**config.mk**
```make
export PLATFORM = sky130hd
export DESIGN_NAME = regfile_wb_arbiter
export DESIGN_NICKNAME = d
export VERILOG_FILES = /design/src/rtl/rf_pkg.sv /design/src/rtl/rr_arbiter.sv /design/src/rtl/regfile_wb_arbiter.sv
export SDC_FILE = /design/constraint.sdc
export NUM_CORES = 1
export LEC_CHECK = 0
export CORE_MARGIN = 3
export CORE_UTILIZATION = 40
export DETAILED_ROUTE_END_ITERATION = 16
export DONT_BUFFER_PORTS = 1
export PLACE_DENSITY = 0.51
export SYNTH_ARGS = -nofsm -noshare
export SYNTH_HDL_FRONTEND = slang
export SYNTH_SLANG_ARGS = --single-unit
```
**constraint.sdc**
```tcl
create_clock -name clk -period 5.5 [get_ports clk]
set_input_delay 0.55 -clock clk [delete_from_list [all_inputs] [get_ports clk]]
set_output_delay 0.55 -clock clk [all_outputs]
set_load 0.01 [all_outputs]
```
**src/rtl/rf_pkg.sv**
```systemverilog
// Shared register-file constants and types for the write-back path.
package rf_pkg;

  localparam int unsigned REG_AW   = 5;
  localparam int unsigned XLEN     = 32;
  localparam int unsigned NUM_REGS = 1 << REG_AW;

  typedef logic [REG_AW-1:0] reg_addr_t;

  // Write-back requester slots on the arbiter
  localparam int unsigned WB_ALU = 0;
  localparam int unsigned WB_LSU = 1;
  localparam int unsigned WB_MDU = 2;

endpackage

```
**src/rtl/rr_arbiter.sv**
```systemverilog
// Combinational round-robin picker: first asserted req at or above ptr, wrapping.
module rr_arbiter #(
  parameter int unsigned NUM_REQ = 3,
  parameter int unsigned PW      = 2
) (
  input  logic [NUM_REQ-1:0] req,
  input  logic [PW-1:0]      ptr,
  output logic [NUM_REQ-1:0] gnt,
  output logic [PW-1:0]      gnt_idx,
  output logic               any
);

  always_comb begin
    gnt     = '0;
    gnt_idx = '0;
    any     = 1'b0;
    // Visit slots in priority order ptr, ptr+1, ... and take the first hit
    for (int unsigned k = 0; k < NUM_REQ; k++) begin
      for (int unsigned i = 0; i < NUM_REQ; i++) begin
        if (!any && req[i] && (i == (int'(ptr) + k) % NUM_REQ)) begin
          gnt[i]  = 1'b1;
          gnt_idx = PW'(i);
          any     = 1'b1;
        end
      end
    end
  end

endmodule

```
**src/rtl/regfile_wb_arbiter.sv**
```systemverilog
// Round-robin write-back arbiter driving the register file's single write port.
// Define REGFILE_WB_SCOREBOARD_EN to build in the busy-register scoreboard.
module regfile_wb_arbiter #(
  parameter int unsigned NUM_REQ = 3,
  parameter int unsigned XLEN    = rf_pkg::XLEN,
  parameter int unsigned REG_AW  = rf_pkg::REG_AW
) (
  input  logic                      clk,
  input  logic                      rst_n,
  input  logic [NUM_REQ-1:0]        req_valid,
  input  logic [NUM_REQ*REG_AW-1:0] req_rd,
  input  logic [NUM_REQ*XLEN-1:0]   req_data,
  output logic [NUM_REQ-1:0]        req_ready,
  output logic                      RegWrite,
  output logic [REG_AW-1:0]         rd,
  output logic [XLEN-1:0]           WriteData,
  input  logic                      issue_valid,
  input  logic [REG_AW-1:0]         issue_rd,
  output logic [(1<<REG_AW)-1:0]    sb_busy
);

  import rf_pkg::*;

  localparam int unsigned PW = (NUM_REQ > 1) ? $clog2(NUM_REQ) : 1;

  logic [PW-1:0]      ptr;
  logic [PW-1:0]      gnt_idx;
  logic [NUM_REQ-1:0] req_masked;
  logic [NUM_REQ-1:0] gnt;
  logic               any;
  logic [REG_AW-1:0]  sel_rd;
  logic [XLEN-1:0]    sel_data;

  // No grant is ever visible while reset is held
  assign req_masked = rst_n ? req_valid : '0;

  rr_arbiter #(
    .NUM_REQ(NUM_REQ),
    .PW     (PW)
  ) u_arb (
    .req    (req_masked),
    .ptr    (ptr),
    .gnt    (gnt),
    .gnt_idx(gnt_idx),
    .any    (any)
  );

  assign req_ready = gnt;

  always_comb begin
    sel_rd   = '0;
    sel_data = '0;
    for (int unsigned i = 0; i < NUM_REQ; i++) begin
      if (gnt[i]) begin
        sel_rd   = req_rd[i*REG_AW +: REG_AW];
        sel_data = req_data[i*XLEN +: XLEN];
      end
    end
  end

  always_ff @(posedge clk or negedge rst_n) begin
    if (!rst_n) begin
      ptr       <= '0;
      RegWrite  <= 1'b0;
      rd        <= '0;
      WriteData <= '0;
    end else if (any) begin
      ptr       <= (gnt_idx == PW'(NUM_REQ - 1)) ? '0 : gnt_idx + PW'(1);
      RegWrite  <= |sel_rd;
      rd        <= sel_rd;
      WriteData <= sel_data;
    end else begin
      RegWrite  <= 1'b0;
    end
  end

`ifdef REGFILE_WB_SCOREBOARD_EN
  logic [(1<<REG_AW)-1:0] sb_next;

  // Clear first so a same-cycle issue to the retiring register keeps it busy
  always_comb begin
    sb_next = sb_busy;
    if (any)
      sb_next[sel_rd] = 1'b0;
    if (issue_valid && (issue_rd != '0))
      sb_next[issue_rd] = 1'b1;
    sb_next[0] = 1'b0;
  end

  always_ff @(posedge clk or negedge rst_n) begin
    if (!rst_n)
      sb_busy <= '0;
    else
      sb_busy <= sb_next;
  end
`else
  logic unused_issue;

  assign unused_issue = ^{issue_valid, issue_rd};
  assign sb_busy      = '0;
`endif

endmodule

```
; After elaboration in Yosys (flattened, before gate mapping)
; Cells that the tools add are included.
[classes]
addsub = 3
n_div = 3
eq_ne = 7
n_mux = 34
n_reduce_logical = 29
[op_table]
columns = cell, count
row1 = "1-bit by 32-bit equality test with 1-bit output, first input constant", 3
row2 = "2-bit by 32-bit equality test with 1-bit output, first input constant", 3
row3 = 32-bit zero test, 3
row4 = 32-bit two-way mux, 3
row5 = "32-bit by 2-bit remainder unit with 32-bit output, second input constant", 2
row6 = "2-bit by 2-bit remainder unit with 32-bit output, second input constant", 1
row7 = 1-bit two-way mux, 19
row8 = 1-bit logical AND, 17
row9 = 2-bit two-way mux, 8
row10 = 5-bit two-way mux, 3
row11 = 1-bit zero test, 8
row12 = 5-bit OR reduction, 1
row13 = "2-bit by 1-bit adder with 3-bit output, second input constant", 1
row14 = "2-bit by 2-bit adder with 3-bit output, second input constant", 1
row15 = 3-bit two-way mux, 1
row16 = "2-bit by 1-bit adder with 2-bit output, second input constant", 1
row17 = "2-bit equality test, second input constant", 1
[totals]
register_bits = 40
inputBits = 122

; Depth between registers and ports, before layout
; Gate-level depths: netlist of the first run.
[depth]
ltp_word = 39
depth_mapped = 9

; Cells and area by module
; Synthesis of the first run repeated with hierarchy kept, for this count alone.
[unflattened]
cells_unflattened = 276
area_unflattened_um2 = 2618.8
[by_module_without_submodules]
columns = mod, n_inst, cells_per_inst, area_per_inst_um2, seq_area_each_um2
row1 = regfile_wb_arbiter, 1, 257, 2476.1, 1001.0
row2 = rr_arbiter, 1, 19, 142.6, 0.0

; Worst setup path before layout of the first run
; OpenSTA, ideal clock, no wires.
[synth_timing]
path_kind = reg-to-output
startpoint = register ptr[0]
endpoint = output req_ready[1]
arrival_time_ns = 1.628
required_ns = 4.950
path_slack_ns = 3.322
path_stages_with_launch = 8
path_cell_list = dfrtp_1 -> inv_1 -> ha_1 -> nand2b_1 -> a21oi_1 -> and2_4 -> buf_6 -> buf_2
[synth_via]
elab_chain_len = 32
[synth_lines]
columns = item, line
row1 = start: declaration, regfile_wb_arbiter.sv:26  ; logic [PW-1:0] ptr;
row2 = start signal: assignment, regfile_wb_arbiter.sv:68  ; ptr <= (gnt_idx == PW'(NUM_REQ - 1)) ? '0 : gnt_idx + PW'(1);
row3 = "parallel branches: the longest is 31 deep, another holds 32-bit by 2-bit remainder unit with 32-bit output", n/a
row4 = 1-bit two-way mux (*), rr_arbiter.sv:20  ; if (!any && req[i] && (i == (int'(ptr) + k) % NUM_REQ)) begin
row5 = end: declaration, regfile_wb_arbiter.sv:13  ; output logic [NUM_REQ-1:0] req_ready,
; Every way passes the cells marked *.

; Worst setup path after layout of the first run
[layout_timing]
startpoint = register ptr[0]
endpoint = output req_ready[0]
[layout_via]
elab_chain_len = 28
[layout_lines]
columns = item, line
row1 = "parallel branches: the longest is 27 deep, another holds 32-bit by 2-bit remainder unit with 32-bit output", n/a
row2 = 1-bit two-way mux (*), rr_arbiter.sv:20
; Marks and branches as above.

==> results of run 1 <==
[cell usage after synthesis]
| cell | n | area [sq um] |
|---|---|---|
| and2_1 | 1 | 6.260 |
| buf_4 | 32 | 240.2 |
| a21oi_1 | 1 | 5.000 |
| nand3_1 | 1 | 5.000 |
| a41oi_2 | 1 | 16.27 |
| nor2_1 | 4 | 15.01 |
| mux2i_1 | 2 | 20.02 |
| nand2_1 | 73 | 274.0 |
| nand3b_1 | 1 | 7.510 |
| a211oi_1 | 1 | 7.510 |
| a221o_1 | 2 | 20.02 |
| a32o_1 | 4 | 40.04 |
| o31ai_2 | 1 | 12.51 |
| buf_2 | 10 | 50.05 |
| nor4b_1 | 1 | 8.760 |
| ha_1 | 2 | 25.02 |
| and2_4 | 1 | 8.760 |
| o211ai_1 | 1 | 7.510 |
| dfrtp_1 | 40 | 1001 |
| buf_6 | 1 | 11.26 |
| nor4_1 | 1 | 6.260 |
| a21o_1 | 2 | 15.01 |
| a222oi_1 | 33 | 330.3 |
| nor3_1 | 1 | 5.000 |
| nor3_2 | 1 | 10.01 |
| o21a_1 | 1 | 7.510 |
| nand2b_1 | 1 | 6.260 |
| inv_1 | 3 | 11.26 |
| conb_1 | 1 | 3.750 |
| clkbuf_1 | 5 | 18.77 |
[power groups by stage]
stage	combinational [mW]	sequential (mW)	clock, mW
2_1_floorplan	0.398	0.582	0
3_3_place_gp	0.424	0.620	0
3_5_place_dp	0.450	0.618	0
4_1_cts	0.456	0.616	0.191
5_1_grt	0.521	0.629	0.201
6_report	0.450	0.613	0.178
[sequential cells by signal, summed over array words and instances (netlist names)]
name and flops:
RegWrite 1, ptr 2, WriteData 32, rd 5
[metrics by stage]
stage	total power [mW]	utilization, %
CTS	1.262	42.28
global route	1.351	42.33
finish	1.241	42.33
global placement	1.044	40.41
floorplan	0.9795	-
detailed placement	1.068	40.41
[cell families (layout without fill, tap and decap cells)]
kind of cell               after synthesis  in the layout  synth area share [%]
muxes                                    2              2                0.9117
AOI/OAI and AO/OA                       47             47                 21.03
DFF                                     40             40                 45.58
buffers and inverters                   51             13                 15.10
other                                    1             32                0.1708
adders and majority gates                2              2                 1.139
and+or+nand+nor                         86             86                 16.07
[how the worst max path moves through the flow]
stage	start	end	slack [ns]
2_1_floorplan	ptr[0]$_DFFE_PN0P_	req_ready[1]	3.32
3_3_place_gp	ptr[0]$_DFFE_PN0P_	req_ready[0]	3.04
3_5_place_dp	ptr[0]$_DFFE_PN0P_	WriteData[4]$_DFFE_PN0P_	2.92
6_report	ptr[0]$_DFFE_PN0P_	req_ready[0]	2.65
5_1_grt	ptr[0]$_DFFE_PN0P_	req_ready[0]	2.52
4_1_cts	ptr[0]$_DFFE_PN0P_	req_ready[0]	2.62
[layer usage]
metal,vias up,track usage [%]
met5,-,0
met4,0,5.912
met3,6,5.942
met2,124,29.47
met1,858,21.82
li1,765,-
[worst register-to-register path, cell delays in order, from the launching register on]
cell	delay [ns]
dfrtp_1	0.41
ha_1	0.28
and2_1	0.21
o31ai_4	0.70
buf_4	0.41
a32o_1	0.20
nor4_1	0.05
o211ai_1	0.18
[area by class of cell]
class	count	area, sq um	share of cell area, %
Clock inverter	1	5.005	0.2271
Tap cell	70	87.58	3.975
Inverter	3	11.26	0.5111
Clock buffer	6	72.57	3.294
Multi-Input combinational cell	169	991.0	44.97
Timing Repair Buffer	3	35.03	1.590
Sequential cell	40	1001	45.43
[what timing repair did]
item / CTS / global route
endpoints found under the hold margin: 40 / 0
hold buffers: 1 / 0
setup endpoints to repair: 0 / 0
==> reports/metrics.cfg, run 1 <==
[detailed_routing]
routedLengthMet1_mm=2.090
vias_per_instance=6.003
num_vias=1753
routed_wire_length_per_instance_microns=19.86
detailedRoute.firstIterationViolations=178
top_layer_used=met4
dr_wl_met3_microns=615
drc=0
detail_route.first_pass.iterations=6
wl_met2_mm=3.027
ant_nets=0
detail_route.wirelength_mm=5.798

[setup_path]
cp_slowest_stage_delay_ns=0.70
worstReg2RegStart=ptr[0]$_DFFE_PN0P_
start_kind=flip-flop
cp_cell_sequence=ha_1 > and2_1 > o31ai_4 > buf_4
worst_ep_required_time_ns=4.95
worst-endpoint-arrival_ns=2.30
worst_path_max_delay_cell=o31ai_4
path_depth=4
r2r_slack_ns=2.98
cp-end-kind=primary output
path_max_fanout=22
reg2reg_capture_point=RegWrite$_DFF_PN0_
crit_type=reg2out
crit_family=compound AO/OA/AOI/OAI gates
ff2ff_path_depth=7
worstPathBufferInverterCount=1

[clock_tree]
cts.reportedPaths.clkPinSlew_ns=0.07
postCtsResizedCells=0
cts_max_path_buffers=2
clock_tree.htree_level_count=2
postCtsSetupBuffers=0
insertion_delay_ns=0.28
cts_num_sinks=40
numCtsBuffers=5
clock_tree.root_cell=clkbuf_8
tritoncts=built

[placement]
replace_congestion=0.6776
post-dp-hpwl_mm=4.155
pre_cts_ws_ns=2.920
port_buffers=0
numPlacedInstances=284
dpl_cell_area_sq_um=2103

[yosys]
synth-seq-cells=40
synth_cells=229
yosysSeqAreaShare_pct=45.58
synthDistinctLibCells=30
synth_area_sq_um=2196
syn_area_per_cell_sq_um=9.589
synth.yosys.warnings=0

[global_route]
globalRoute.totalOverflow=0
grt_start_max_net_pins=41
grt_antenna_before_repair=0
grt_pass1_wl_mm=8.818
gr-usage-all-layers_pct=17.84
grt_pass1_vias=1702

[run]
max_cap_viol_count=0

[timing]
clock_skew_ns=0.002078
final_max_slew_viol_count=0
period_needed_ns=2.846
finalSetupViolations=0
post_route_worst_hold_slack_ns=0.1027
hold_viol=0
fin_crit_sh_pct=51.75
setup_ws_ns=2.654
final.setup.tns_ns=0
timing.slew.headroom_pct=47.92
tightest_slew_ns=0.7784
timing.fmax_ghz=0.3513
grt_setup_unrepaired=false

[power]
power_density_over_the_cells_nw_per_um2=563.4
total_leakage_power_nw=1.024
power.share.clock_pct=14.4
power.share.switching_pct=42.41
p_switching_uw=526.5
internal_power_uw=714.9
seq_power_share_pct=49.4
irDropWorstVdd_uv=195.3
combPwrFrac_pct=36.2

[run_status]
status=complete, no violations

[layout]
antenna_cells_inserted=0
fin_nets=346
num-fill-cells=518
final_cell_mix=72 x nand2_1, 40 x dfrtp_1, 33 x a222oi_1
area_growth_pct=0.3417
fin_cells=292
layout.cells.most_common=nand2_1
drive_above_1_share_pct=6.306
layout.cell_area.non_filler_sq_um=2203

[hold_path]
hold_path.class=in2async

[floorplan]
design.core.area_sq_um=5205
die_x_microns=80.09
die_h_microns=80.09
dieArea_sq_um=6414
ios=195
floorplan.initialDensity_pct=42.19
floorplan.rows=26

Power figures use the tool's default switching activity.
==> run 2, diff against run 1 <==
PLACE_DENSITY = 0.53   (was 0.51)
clock period = 2.3 ns   (was 5.5 ns; I/O delays follow)
==> reports/metrics.cfg, run 2 (same netlist as run 1, synthesis figures left out) <==
[run_status]
status=complete, no violations

[floorplan]
die_x_microns=80.09
die_h_microns=80.09
floorplan.initialDensity_pct=42.19
floorplan.rows=26
ios=195
design.core.area_sq_um=5205
dieArea_sq_um=6414

[setup_path]
start_kind=flip-flop
crit_end=req_ready[1]
crit_type=reg2out
ff2ff_path_depth=8
reg2reg_capture_point=RegWrite$_DFF_PN0_
worst_setup_path_startpoint=ptr[0]$_DFFE_PN0P_
worst-endpoint-arrival_ns=1.93
path_max_fanout=25
worst_ep_required_time_ns=2.07
cp-end-kind=primary output
r2r_slack_ns=0.23
worstReg2RegStart=ptr[0]$_DFFE_PN0P_

[clock_tree]
clock_tree.htree_level_count=2
clock_tree.root_cell=clkbuf_8
cts.reportedPaths.clkPinSlew_ns=0.07
numCtsBuffers=5
insertion_delay_ns=0.28
cts_max_path_buffers=2
cts_num_sinks=40
tritoncts=built

[timing]
period_needed_ns=2.157
hold_viol=0
fin_crit_sh_pct=93.77
timing.fmax_ghz=0.4636
final.setup.tns_ns=0
grt_setup_unrepaired=false
final_max_slew_viol_count=0
clock_skew_ns=0.002705
finalSetupViolations=0

[detailed_routing]
routedLengthMet1_mm=1.970
vias_per_instance=5.886
top_layer_used=met4
ant_nets=0
detail_route.wirelength_mm=5.361
detailedRoute.firstIterationViolations=216
wl_met2_mm=2.687
dr_wl_met3_microns=679
drc=0
num_vias=1754
detail_route.first_pass.iterations=8
routed_wire_length_per_instance_microns=17.99

[placement]
port_buffers=0
post-dp-hpwl_mm=3.936
numPlacedInstances=288
replace_congestion=0.7178

[layout]
fin_cells=298
final_cell_mix=73 x nand2_1, 40 x dfrtp_1, 33 x a222oi_1
area_growth_pct=5.470
largest_reg_flops=32
reg.largest.list=WriteData: 32 flops, rd: 5 flops, ptr: 2 flops
layout.cells.most_common=nand2_1
max_flop_register=WriteData
antenna_cells_inserted=0
fin_nets=352
drive_above_1_share_pct=8.772

[power]
total_leakage_power_nw=1.075
irDropWorstVdd_uv=527.7
design_power_total_mw=3.112
power_density_over_the_cells_nw_per_um2=1344

[hold_path]
worst_hold_startpoint=req_data[41]
hold_path.class=in2reg

[global_route]
globalRoute.totalOverflow=0
gr-usage-all-layers_pct=15.70
grt_antenna_before_repair=0
grt_pass1_wl_mm=7.617
grt_pass1_vias=1549
grt_start_max_net_pins=41

[run]
max_cap_viol_count=0

-- run 2: cell count changes in the layout (fill, tap and decap cells not counted) --
cell,delta
buf_4,+2
clkbuf_8,+2
clkbuf_1,-1
dlygate4sd3_1,+1
a21oi_1,-1
clkinv_2,-1
a21oi_4,+1
nand2_2,-1
buf_12,+3
nand2_1,+1
-- run 2: worst min-delay path by stage --
stage	endpoint	slack, ns	cells past startpoint
3_5_place_dp	WriteData[20]$_DFFE_PN0P_	-0.06	0
6_report	WriteData[9]$_DFFE_PN0P_	0.06	2
2_1_floorplan	RegWrite$_DFF_PN0_	-0.07	0
4_1_cts	WriteData[30]$_DFFE_PN0P_	0.05	2
3_3_place_gp	rd[0]$_DFFE_PN0P_	-0.06	0
5_1_grt	WriteData[28]$_DFFE_PN0P_	0.05	2
-- run 2: worst max-delay path: stages (launching register included) --
cell and delay [ns]:
dfrtp_1 0.37, inv_1 0.05, ha_1 0.35, nand2b_1 0.21
a21oi_4 0.21, and2_4 0.26, buf_12 0.19
-- run 2: area by class of cell --
class	count	area (sq um)
Inverter	3	11.26
Sequential cell	40	1001
Fill cell	523	2889
Clock buffer	7	96.34
Multi-Input combinational cell	169	999.7
Tap cell	70	87.58
Timing Repair Buffer	9	120.1
-- run 2: power by group --
group	switching (mW)	leakage (nW)	internal, mW	total [mW]
Sequential	0.411	0.491	1.05	1.47
Clock	0.211	0.0503	0.267	0.478
Combinational	0.646	0.534	0.522	1.17
-- run 2: repair_timing --
action / CTS / global route
hold buffers: 2 / 0
hold endpoints to repair: 40 / 0
pin swaps: 0 / 1
resized for setup: 2 / 3
setup buffers: 0 / 1
setup endpoints to repair: 1 / 2
-- run 2: stage by stage --
stage	util (%)	hold slack (ns)	area [sq um]	setup slack [ns]
after global placement	41.47	-0.06466	2158	0.1359
after CTS	44.04	0.04895	2292	0.04335
after floorplan	-	-0.06559	2312	0.3776
after detailed placement	41.47	-0.06441	2158	0.09793
final	44.50	0.06082	2316	0.1432
after global routing	44.50	0.04907	2316	0.002154
-- run 2: routing by layer --
metal | global-route usage, % | vias up
li1 | - | 776
met1 | 18.70 | 847
met2 | 25.33 | 129
met3 | 6.839 | 2
met4 | 5.236 | 0
met5 | 0 | -
==> run 3, diff against run 2 <==
--- a/config.mk
+++ b/config.mk
@@ -7,3 +7,2 @@
 export LEC_CHECK = 0
-export CORE_MARGIN = 3
 export CORE_UTILIZATION = 40
==> constraint.sdc (replaced) <==
create_clock -name clk -period 2.3 [get_ports clk]
set_input_delay 0.69 -clock clk [delete_from_list [all_inputs] [get_ports clk]]
set_output_delay 0.69 -clock clk [all_outputs]
set_load 0.01 [all_outputs]
==> reports/metrics.cfg, run 3 (same netlist as run 1, synthesis figures left out) <==
[timing]
grt_setup_unrepaired=true
timing.fmax_ghz=0.4443
hold_viol=0
fin_crit_sh_pct=97.87
post_route_worst_hold_slack_ns=0.08062
finalSetupViolations=0
period_needed_ns=2.251
final_max_slew_viol_count=0
clock_skew_ns=0.006074
final.setup.tns_ns=0

[run_status]
status=complete, no violations

[setup_path]
cp-end-kind=primary output
crit_type=reg2out
path_max_fanout=5
ff2ff_path_depth=10
r2r_slack_ns=0.14
worst_ep_required_time_ns=1.61
worstReg2RegStart=ptr[1]$_DFFE_PN0P_
reg2reg_capture_point=RegWrite$_DFF_PN0_
start_kind=flip-flop
worst-endpoint-arrival_ns=1.56

[floorplan]
ios=195
die_h_microns=76.09
dieArea_sq_um=5790
floorplan.rows=26
floorplan.initialDensity_pct=42.19
die_x_microns=76.09
design.core.area_sq_um=5205

[clock_tree]
clock_tree.root_cell=clkbuf_8
cts_max_path_buffers=2
insertion_delay_ns=0.29
cts_num_sinks=40
post_cts_hold_buffer_count=0
cts.reportedPaths.clkPinSlew_ns=0.08
numCtsBuffers=5
tritoncts=built
clock_tree.htree_level_count=2

[detailed_routing]
num_vias=1807
routed_wire_length_per_instance_microns=17.43
vias_per_instance=5.867
drc=0
ant_nets=0
detail_route.wirelength_mm=5.367
detailedRoute.firstIterationViolations=218
detail_route.first_pass.iterations=8

[layout]
final_core_util_pct=45.84
drive_above_1_share_pct=15.13
antenna_cells_inserted=0
layout.cells.most_common=nand2_1
area_growth_pct=8.661
reg.largest.list=WriteData: 32 flops, rd: 5 flops, ptr: 2 flops
max_flop_register=WriteData
fin_nets=361
layout.cell_area.non_filler_sq_um=2386
final_cell_mix=73 x nand2_1, 40 x dfrtp_1, 33 x a222oi_1
largest_reg_flops=32

[global_route]
globalRoute.totalOverflow=0
grt_antenna_before_repair=0
grt_pass1_wl_mm=8.231
grt_pass1_vias=1664
gr-usage-all-layers_pct=18.33
grt_start_max_net_pins=47

[run]
max_cap_viol_count=0

[power]
irDropWorstVdd_uv=491.5
total_leakage_power_nw=1.119
power_density_over_the_cells_nw_per_um2=1397

[placement]
port_buffers=0
post-dp-hpwl_mm=3.949
dpl_cell_area_sq_um=2167
replace_congestion=0.7481

[hold_path]
hold_path.class=in2async

run 3: worst max path at each step:
stage	startpoint	endpoint	depth (start not counted)
2_1_floorplan	req_valid[1]	req_ready[0]	4
3_3_place_gp	req_valid[1]	RegWrite$_DFF_PN0_	6
3_5_place_dp	req_valid[1]	RegWrite$_DFF_PN0_	6
4_1_cts	ptr[1]$_DFFE_PN0P_	req_ready[2]	5
5_1_grt	ptr[1]$_DFFE_PN0P_	req_ready[1]	5
6_report	ptr[1]$_DFFE_PN0P_	req_ready[1]	5
run 3: metal layers:
| metal | wire length [microns] | global-route usage, % |
|---|---|---|
| met3 | 521 | 5.629 |
| met5 | 0 | 0 |
| met1 | 2035 | 22.32 |
| met2 | 2706 | 30.00 |
| met4 | 104 | 7.885 |
run 3: layout make-up:
cell class	instances	area [sq um]
fill	516	2819
multi-input combinational	169	1028
sequential	40	1001
timing repair buffer	18	142.6
tap	70	87.58
clock buffer	5	68.82
clock inverter	3	46.29
inverter	3	11.26
run 3: critical path, stage by stage (launching register included):
cell	delay, ns
dfrtp_1	0.39
buf_6	0.13
ha_4	0.25
nand2b_4	0.15
a21oi_4	0.14
and2_4	0.21
run 3: where the power goes:
part | internal [mW] | leakage (nW) | switching, mW | total (mW)
Sequential | 1.05 | 0.491 | 0.405 | 1.46
Clock | 0.327 | 0.0548 | 0.259 | 0.586
Combinational | 0.617 | 0.573 | 0.673 | 1.29
Total | 2.00 | 1.12 | 1.34 | 3.33
run 3: through the flow:
stage,setup WS [ns],std cells,total power [mW]
after floorplan,0.05683,260,2.345
after global placement,0.1499,292,2.598
after detailed placement,0.1323,292,2.616
after CTS,0.003212,303,3.279
after global routing,-0.02937,308,3.589
final,0.04910,308,3.334
run 3: repair_timing:
item | CTS | global route
endpoints found under the setup margin | 2 | 2
gates resized for setup | 2 | 6
pin swaps | 1 | 3
hold endpoints to repair | 0 | 0
setup buffers | 3 | 5
